$ cat config.mk
export PLATFORM = sky130hd
export DESIGN_NAME = bus_sel_rr
export DESIGN_NICKNAME = d
export VERILOG_FILES = /design/src/rtl/bus_pkg.sv /design/src/rtl/rr_arbiter.sv /design/src/rtl/bus_sel_rr.sv
export SDC_FILE = /design/constraint.sdc
export NUM_CORES = 1
export LEC_CHECK = 0
export ABC_AREA = 0
export CORE_ASPECT_RATIO = 0.8
export CORE_MARGIN = 3
export CORE_UTILIZATION = 40
export CTS_BUF_LIST = sky130_fd_sc_hd__clkbuf_8
export DETAILED_ROUTE_END_ITERATION = 12
export MAX_ROUTING_LAYER = met4
export PLACE_DENSITY = 0.77
export SYNTH_ARGS = -nofsm -noshare
export SYNTH_HDL_FRONTEND = slang
export SYNTH_SLANG_ARGS = --single-unit
$ cat constraint.sdc
create_clock -name clk -period 8.2 [get_ports clk]
set_clock_uncertainty 0.1 [all_clocks]
set_input_delay 0.82 -clock clk [delete_from_list [all_inputs] [get_ports clk]]
set_output_delay 0.82 -clock clk [all_outputs]
set_load 0.05 [all_outputs]
$ cat src/rtl/bus_pkg.sv
`default_nettype none
// ============================================================================
// Module      : bus_pkg
// Description : Shared definitions for the bus selector family.
//               - Mode encodings for the selector (direct select / round-robin)
//               - Index wrap helper used to advance the round-robin pointer
// Revision    : 1.0  initial release
// ============================================================================
package bus_pkg;

  localparam logic MODE_SEL = 1'b0;  // direct select by index
  localparam logic MODE_RR  = 1'b1;  // round-robin arbitration

  // Next index after idx in a ring of n entries (n-1 wraps to 0).
  function automatic int wrap_inc(input int idx, input int n);
    return (idx >= n - 1) ? 0 : idx + 1;
  endfunction

endpackage : bus_pkg
`default_nettype wire

$ cat src/rtl/rr_arbiter.sv
`default_nettype none
// ============================================================================
// Module      : rr_arbiter
// Description : Combinational round-robin grant search. Picks the first set
//               request at or above i_ptr, wrapping N-1 -> 0.
// Ports       : i_req       [N-1:0]     request vector
//               i_ptr       [SELW-1:0]  search start (always < N)
//               o_gnt_valid             a request was found
//               o_gnt_idx   [SELW-1:0]  index of the granted request
// Revision    : 1.0  initial release
// ============================================================================
module rr_arbiter #(
  parameter int N    = 9,
  parameter int SELW = $clog2(N)
) (
  input  logic [N-1:0]    i_req,
  input  logic [SELW-1:0] i_ptr,
  output logic            o_gnt_valid,
  output logic [SELW-1:0] o_gnt_idx
);

  logic [SELW-1:0] w_idx;

  // Scan offsets from farthest to nearest so the closest request to i_ptr
  // is the last one written and therefore wins.
  always_comb begin
    o_gnt_valid = 1'b0;
    o_gnt_idx   = '0;
    w_idx       = '0;
    for (int k = N - 1; k >= 0; k--) begin
      w_idx = SELW'((int'(i_ptr) + k) % N);
      if (i_req[w_idx]) begin
        o_gnt_valid = 1'b1;
        o_gnt_idx   = w_idx;
      end
    end
  end

endmodule : rr_arbiter
`default_nettype wire

$ cat src/rtl/bus_sel_rr.sv
`default_nettype none
// ============================================================================
// Module      : bus_sel_rr
// Description : Registered N-to-1 bus selector with valid/ready on every
//               channel and on the output. Direct-select or round-robin
//               grant, one-entry output register, full throughput.
// Ports       : clk, rst_n            clock, async active-low reset
//               i_mode                0 = direct select, 1 = round-robin
//               i_sel     [SELW-1:0]  channel index for direct select
//               i_in_data [N*WIDTH]   flat input bus, channel i at [i*WIDTH +: WIDTH]
//               i_in_valid[N-1:0]     per-channel valid
//               o_in_ready[N-1:0]     per-channel ready (one-hot or zero)
//               o_out_data[WIDTH-1:0] registered selected word
//               o_out_valid           output register holds a word
//               i_out_ready           consumer accepts the word
//               o_out_chan[SELW-1:0]  source channel of o_out_data
// Revision    : 1.0  initial release
// ============================================================================
module bus_sel_rr
  import bus_pkg::*;
#(
  parameter int WIDTH = 16,
  parameter int N     = 9,
  parameter int SELW  = $clog2(N)
) (
  input  logic                 clk,
  input  logic                 rst_n,
  input  logic                 i_mode,
  input  logic [SELW-1:0]      i_sel,
  input  logic [N*WIDTH-1:0]   i_in_data,
  input  logic [N-1:0]         i_in_valid,
  output logic [N-1:0]         o_in_ready,
  output logic [WIDTH-1:0]     o_out_data,
  output logic                 o_out_valid,
  input  logic                 i_out_ready,
  output logic [SELW-1:0]      o_out_chan
);

  localparam int SELN = 1 << SELW;

  logic [WIDTH-1:0] r_out_data;
  logic             r_out_valid;
  logic [SELW-1:0]  r_out_chan;
  logic [SELW-1:0]  r_ptr;

  logic             w_load_en;
  logic [SELN-1:0]  w_valid_pad;
  logic             w_sel_ok;
  logic             w_arb_valid;
  logic [SELW-1:0]  w_arb_idx;
  logic             w_gnt_valid;
  logic [SELW-1:0]  w_gnt_idx;
  logic             w_hs;
  logic [WIDTH-1:0] w_chan_data [N];

  for (genvar g = 0; g < N; g++) begin : g_unpack
    assign w_chan_data[g] = i_in_data[g*WIDTH +: WIDTH];
  end

  assign w_load_en = !r_out_valid || i_out_ready;

  // Pad valid to the full sel range so out-of-range indices read 0 and the
  // explicit range check keeps them from ever granting.
  assign w_valid_pad = SELN'(i_in_valid);
  assign w_sel_ok    = (int'(i_sel) < N) && w_valid_pad[i_sel];

  rr_arbiter #(
    .N    (N),
    .SELW (SELW)
  ) u_rr_arbiter (
    .i_req       (i_in_valid),
    .i_ptr       (r_ptr),
    .o_gnt_valid (w_arb_valid),
    .o_gnt_idx   (w_arb_idx)
  );

  always_comb begin
    w_gnt_valid = 1'b0;
    w_gnt_idx   = '0;
    if (i_mode == MODE_RR) begin
      w_gnt_valid = w_arb_valid;
      w_gnt_idx   = w_arb_idx;
    end else if (w_sel_ok) begin
      w_gnt_valid = 1'b1;
      w_gnt_idx   = i_sel;
    end
  end

  // rst_n gates the handshake so no channel sees ready while in reset,
  // even though the empty output register would otherwise accept a word.
  assign w_hs = rst_n && w_load_en && w_gnt_valid;

  for (genvar g = 0; g < N; g++) begin : g_ready
    assign o_in_ready[g] = w_hs && (w_gnt_idx == SELW'(g));
  end

  always_ff @(posedge clk or negedge rst_n) begin
    if (!rst_n) begin
      r_out_data  <= '0;
      r_out_valid <= 1'b0;
      r_out_chan  <= '0;
      r_ptr       <= '0;
    end else if (w_hs) begin
      r_out_data  <= w_chan_data[w_gnt_idx];
      r_out_chan  <= w_gnt_idx;
      r_out_valid <= 1'b1;
      if (i_mode == MODE_RR) begin
        r_ptr <= SELW'(wrap_inc(int'(w_gnt_idx), N));
      end
    end else if (i_out_ready) begin
      // Drained with nothing to replace it; data/chan keep their last values.
      r_out_valid <= 1'b0;
    end
  end

  assign o_out_data  = r_out_data;
  assign o_out_valid = r_out_valid;
  assign o_out_chan  = r_out_chan;

endmodule : bus_sel_rr
`default_nettype wire

After elaboration in Yosys (flattened, before gate mapping)
Index checks and enable logic that the tools add are counted.

Mux-type cells: 48. Divide/modulo/power cells: 9. Bitwise operators: 1. Reduce and logical (&&, ||, !) cells: 17. Equal/unequal tests: 8. Add/subtract/negate cells: 9. $lt $le $gt $ge: 13.

Operators by type and width (number): 32-bit by 5-bit remainder unit with 32-bit output, second input constant (8); 16-bit binary-select mux with 4-bit select (1); 4-bit by 5-bit < comparator with 1-bit output, second input constant (10); 4-bit 2-to-1 mux (12); 1-bit binary-select mux with 4-bit select (10); 5-bit by 5-bit remainder unit with 32-bit output, second input constant (1); 16-bit 2-to-1 mux (2); 1-bit 2-to-1 mux (23); 4-bit by 3-bit adder with 5-bit output, second input constant (4); 4-bit by 3-bit equality test with 1-bit output, second input constant (4); 1-bit logical AND (12); 4-bit by 2-bit adder with 5-bit output, second input constant (2); 4-bit by 2-bit equality test with 1-bit output, second input constant (2); 4-bit by 1-bit adder with 5-bit output, second input constant (1); 4-bit by 4-bit adder with 5-bit output, second input constant (1); 5-bit greater-or-equal comparator, second input constant (1); 4-bit inverter with 5-bit output (1); 4-bit by 1-bit adder with 4-bit output, second input constant (1); 4-bit by 1-bit equality test with 1-bit output, second input constant (1); 4-bit equality test, second input constant (1); 4-bit greater-or-equal comparator, second input constant (1); 4-bit zero test (1); 4-bit < comparator, second input constant (1); 2-bit AND reduction (1); other kinds (3) (3).

Output and inout port bits: 30. Input bits: 161. Logic and storage cells: 109. Register bits: 25.

Longest topological paths before layout
Word-level depth: 18. Gate-level depth with buffers: 29. Depth with buffers taken out: 25.

Hierarchy
From an unflattened synthesis, not the netlist that was laid out.

Cell total of the unflattened synthesis: 1035. Area, all modules: 7642.3 µm².

Modules (own cells, without submodules): rr_arbiter (area an instance 5330.1 µm², sequential area each 0.0 µm², times used 1, cells an instance 745); bus_sel_rr (area an instance 2312.2 µm², sequential area each 625.6 µm², times used 1, cells an instance 290).

Least setup slack after synthesis
No wires, ideal clock.

Path kind: register to output. Start: reg r_ptr[0]. End: out o_in_ready[0]. Stages on the path, launching flop included: 27. Required time: 7.280 ns. Path buffers: 5. Slack: 0.308 ns. Arrival: 6.972 ns. Cells stage by stage: dfrtp_1 buf_2 inv_2 buf_1 ha_1 clkbuf_1 inv_2 ha_1 or2_2 or2_1 o21a_1 xnor2_1 ha_1 nand2b_1 or3_1 a21oi_1 o211ai_1 a311o_1 and4_1 and2_1 o311a_4 o22ai_4 buf_4 buf_6 ha_1 nand2_1 nor2_1.

Word-level cells in the longest chain between the ends: 16. Elaborated cells between the ends (all ways): 58. Those cells by class: add/sub: 8; div: 9; mux: 38; reduce/logical: 3.

Ends and longest elaborated chain: start, declared (line bus_sel_rr.sv:44) `logic [SELW-1:0] r_ptr;`; start signal, assigned (line bus_sel_rr.sv:108) `r_ptr <= SELW'(wrap_inc(int'(w_gnt_idx), N));`; 4-bit by 4-bit adder with 5-bit output (line rr_arbiter.sv:31) `w_idx = SELW'((int'(i_ptr) + k) % N);`; 32-bit by 5-bit remainder unit with 32-bit output (line rr_arbiter.sv:31); 1-bit binary-select mux with 4-bit select (line rr_arbiter.sv:32) `if (i_req[w_idx]) begin`; 1-bit 2-to-1 mux (not written as such) (line rr_arbiter.sv:32); 4-bit 2-to-1 mux or 1-bit 2-to-1 mux (tied branches) (9 in series) (line rr_arbiter.sv:32); 4-bit 2-to-1 mux or 1-bit 2-to-1 mux (tied branches) (line bus_sel_rr.sv:80) `if (i_mode == MODE_RR) begin`; 4-bit zero test or 1-bit logical AND (tied branches) (line bus_sel_rr.sv:94, bus_sel_rr.sv:91); 1-bit logical AND (*) (line bus_sel_rr.sv:94) `assign o_in_ready[g] = w_hs && (w_gnt_idx == SELW'(g));`; end, declared (line bus_sel_rr.sv:32) `output logic [N-1:0] o_in_ready,`.

Every way passes the cells marked *; elsewhere a longest branch is shown, timed or not. The select of a mux whose other input is x is not followed.

Worst setup path in the final report
Start: reg r_ptr[0]. End: out o_in_ready[5].

Word-level cells in the longest chain between the ends: 16. Elaborated cells between the ends (all ways): 58. Those cells by class: add/sub: 8; div: 9; eq/ne: 1; mux: 38; reduce/logical: 2.

Ends and longest elaborated chain (line): 4-bit by 4-bit adder with 5-bit output (rr_arbiter.sv:31); 32-bit by 5-bit remainder unit with 32-bit output (rr_arbiter.sv:31); 1-bit binary-select mux with 4-bit select (rr_arbiter.sv:32); 1-bit 2-to-1 mux (not written as such) (rr_arbiter.sv:32); 4-bit 2-to-1 mux or 1-bit 2-to-1 mux (tied branches) (9 in series) (rr_arbiter.sv:32); 4-bit 2-to-1 mux or 1-bit 2-to-1 mux (tied branches) (bus_sel_rr.sv:80); 4-bit by 3-bit equality test with 1-bit output or 1-bit logical AND (tied branches) (bus_sel_rr.sv:94, bus_sel_rr.sv:91); 1-bit logical AND (*) (bus_sel_rr.sv:94).

Marked as above.

==> summary.md <==
| Metric | Value |
|---|---|
| Status | completed |
| Top Ports | 191 |
| Slew margin rel. | 22.44% |
| Flop2flop setup slack | 770 ps |
| Number of flops mapped to enable cells by yosys | 0 |
| Max VDD drop | 0.0003557 V |
| HP Start | o_out_chan[0]$_DFFE_PN0P_ |
| DRC Markers | 0 |
| Hold path depth | 2 |
| Die area | 20350 µm² |
| TNS Setup | 0 ps |
| CP Class | register to output pin |
| CTS root buf | clkbuf_8 |
| Area leader, netlist | ha_1 |
| Final hold violation count | 0 |
| Tmin final | 7638 ps |
| Clk pin slew, worst setup/hold paths | 90 ps |
| Top FF cell, synth | dfrtp_1 |
| RSZ-0062 raised after global routing | false |
| FF+latch count, synth | 25 |
| Clk buf depth | 2 |
| TritonCTS Sinks | 25 |
| DR WL/cell | between 20 and 25 µm |
| Post-CTS Setup Inserts | 0 |
| WHS Endpoint | o_out_chan[0]$_DFFE_PN0P_ |
| Layout Utilization | 52.78% |
| Crit path arrival time | 6720 ps |
| Yosys warning count | 0 |
| Sequential share of the synthesized area | 8.378% |
| GRT Overall Usage | 27.86% |
| DRT iter0 DRCs | roughly 950 |
| Initial antenna violation count | 0 |
| Horiz. Die Dim | between 150 and 200 µm |
| Pins over their slew limit | 0 |
| CP required | 7280 ps |
| Port bufs | between 150 and 200 |
| Synthesis-to-layout area growth | 28.80% |
| Max Freq | 130.9 MHz |
| Reg2reg path depth | 22 |
| Die Ht | 128.2 µm |
| Clock latency on the worst-skew pair | 280 ps |
| Grt ovf | 0 |
| Commonest non-fill, non-tap cells in the layout | 181 x clkdlybuf4s50_1, 93 x nand2_1, 61 x mux2i_1 |
| Top cell type's share of synthesized area | 8.713% |
| Vias in the first global route | between 7000 and 8000 |
| Post-CTS sizing | 0 |
| Worst slew pin tran | between 1000 and 1500 ps |
| Final WL | about 29000 µm |
| Post-synthesis cell count | 940 |
| LEAKAGE | around 0.0040 µW |
| CTS Hold Bufs | 0 |
| Final ANT Viol Nets | 0 |
| CTS H-Tree Depth | 1 |
| Placer Congestion | 1.013 |
| Via count | 8399 |
| Startpoint types | register |
| Final period utilization | 93.14% |
| CTS Buf Count | 3 |
| CP startpoint | r_ptr[0]$_DFFE_PN0P_ |
| HP Class | register to register |
| MaxCap Viol Count | 0 |
| Largest net degree at the start of global routing | 74 |
| Avg Inst Size Synth | 7.944 µm² |
| Critical path peak fanout | 14 |
| Starting Density | 40.98% |
| Synth cell types | roughly 100 |
| Syn Nets | between 1000 and 1500 |
| Via density | 6.226 |
| Worst reg2reg path startpoint | r_ptr[0]$_DFFE_PN0P_ |
| Cell Rows | between 40 and 50 |
| # fillers | 1675 |
| Nets | 1310 |
| Core Area | 18220 µm² |
| Commonest non-fill, non-tap cell in the layout | clkdlybuf4s50_1 |
| Ant diodes | 0 |
| Post-Syn Area | 7467 µm² |
| Hpwl dp | 23280 µm |
| Area contributors post-synth | ha_1 8.7%, dfrtp_1 8.4%, mux2i_1 8.2% |
| Pre-CTS setup slack | 878.4 ps |
| Asr flop ratio synth | 100.0% |
| R2R Path End | o_out_data[13]$_DFFE_PN0P_ |
| PwrDens | 515.1 nW/µm² |
| Share of cells above drive strength 1 | a little over an eighth |
| First-pass GRT wire length | 44350 µm |
| Drt first pass iters | 5 |
| Final worst setup slack | 562.2 ps |
| Final setup fails | 0 |
| CTS tree | built |
| Critical Path End Type | output pin |
[layout make-up]
type / instances / area (µm²) / share of cell area [%]
Clock buffer: 3 / 41.29 / 0.4293
Clock inverter: 1 / 3.754 / 0.03903
Inverter: 45 / 171.4 / 1.782
Multi-Input combinational cell: 808 / 6336 / 65.88
Sequential cell: 25 / 626.9 / 6.517
Tap cell: 253 / 316.6 / 3.291
Timing Repair Buffer: 214 / 2122 / 22.06
[cells by family after synthesis]
family | synth area share (%)
flops | 8.378
compound gates | 29.07
mux | 18.83
simple gates | 23.34
buf+inv | 6.904
xor+xnor | 4.759
fa+ha+maj | 8.713
[cell usage after synthesis, drive strengths merged, types with 6 or more instances]
| cell | n |
|---|---|
| nor2 | 43 |
| mux4 | 8 |
| a21boi | 6 |
| or2 | 14 |
| nor4 | 6 |
| and3 | 12 |
| o21ai | 37 |
| o22a | 19 |
| dfrtp | 25 |
| nor3 | 30 |
| ha | 52 |
| a221oi | 7 |
| o211ai | 14 |
| mux2i | 61 |
| a21oi | 43 |
| nor2b | 14 |
| o221ai | 17 |
| or3 | 6 |
| a31oi | 12 |
| mux2 | 49 |
| o21a | 10 |
| nand3 | 28 |
| nor3b | 8 |
| xnor2 | 34 |
| nand3b | 8 |
| a211oi | 16 |
| inv | 44 |
| nand2b | 26 |
| clkbuf | 23 |
| and2 | 10 |
| nand2 | 94 |
| a221o | 18 |
| buf | 39 |
| nand4 | 6 |
| o22ai | 7 |
[how the worst max path moves through the flow]
| stage | slack, ps | cells past startpoint | end |
|---|---|---|---|
| detailed placement | 880 | 22 | o_out_data[13]$_DFFE_PN0P_ |
| floorplan | 310 | 26 | o_in_ready[0] |
| finish | 560 | 23 | o_in_ready[5] |
| global placement | 1110 | 23 | o_in_ready[5] |
| global route | 170 | 23 | o_in_ready[5] |
| CTS | 700 | 23 | o_in_ready[5] |
[critical path: stages, from the launching register on]
cell	delay, ps
dfrtp_2	390
inv_2	150
ha_1	280
xnor2_1	430
inv_2	150
ha_1	270
nor3b_2	260
nor3_1	100
a221oi_1	390
nand2_1	200
ha_1	270
a31oi_1	210
nor4_2	80
nor3_1	370
xor2_1	210
a311oi_1	660
nor2_1	140
nor2_1	310
a211oi_1	160
o211a_1	260
a221oi_4	530
buf_4	240
and3_1	160
buf_4	200
[layer usage]
metal,part of all wire (%),wire length (µm),up-vias,global-route usage (%)
li1,-,-,3896,-
met1,46,13530,4000,40.86
met2,42,12190,455,39.50
met3,10,2978,48,5.168
met4,2.3,673,0,6.125
met5,0,0,-,-
[report_power, final]
| part | internal (µW) | switching, µW | total, µW |
|---|---|---|---|
| Clock | 33.6 | 41.5 | 75.1 |
| Sequential | 182 | 38.4 | 221 |
| Combinational | 1850 | 2810 | 4660 |
| Total | 2060 | 2890 | 4950 |
[metrics by stage]
stage / hold slack, ps / std cells / power, µW / instance area (µm²)
after floorplan: 424.4 / 940 / 3665 / 7467
after global placement: 364.5 / 1345 / 4716 / 9573
after detailed placement: 373.4 / 1345 / 4741 / 9573
after CTS: 400.0 / 1349 / 4835 / 9618
after global routing: 438.4 / 1349 / 5289 / 9618
final: 400.2 / 1349 / 4954 / 9618
[registers in the layout, summed over array words and instances (netlist names)]
name         flops
r_ptr            4
o_out_data      16
o_out_chan       4
o_out_valid      1
Note: power is estimated with default switching activity, not from simulation.
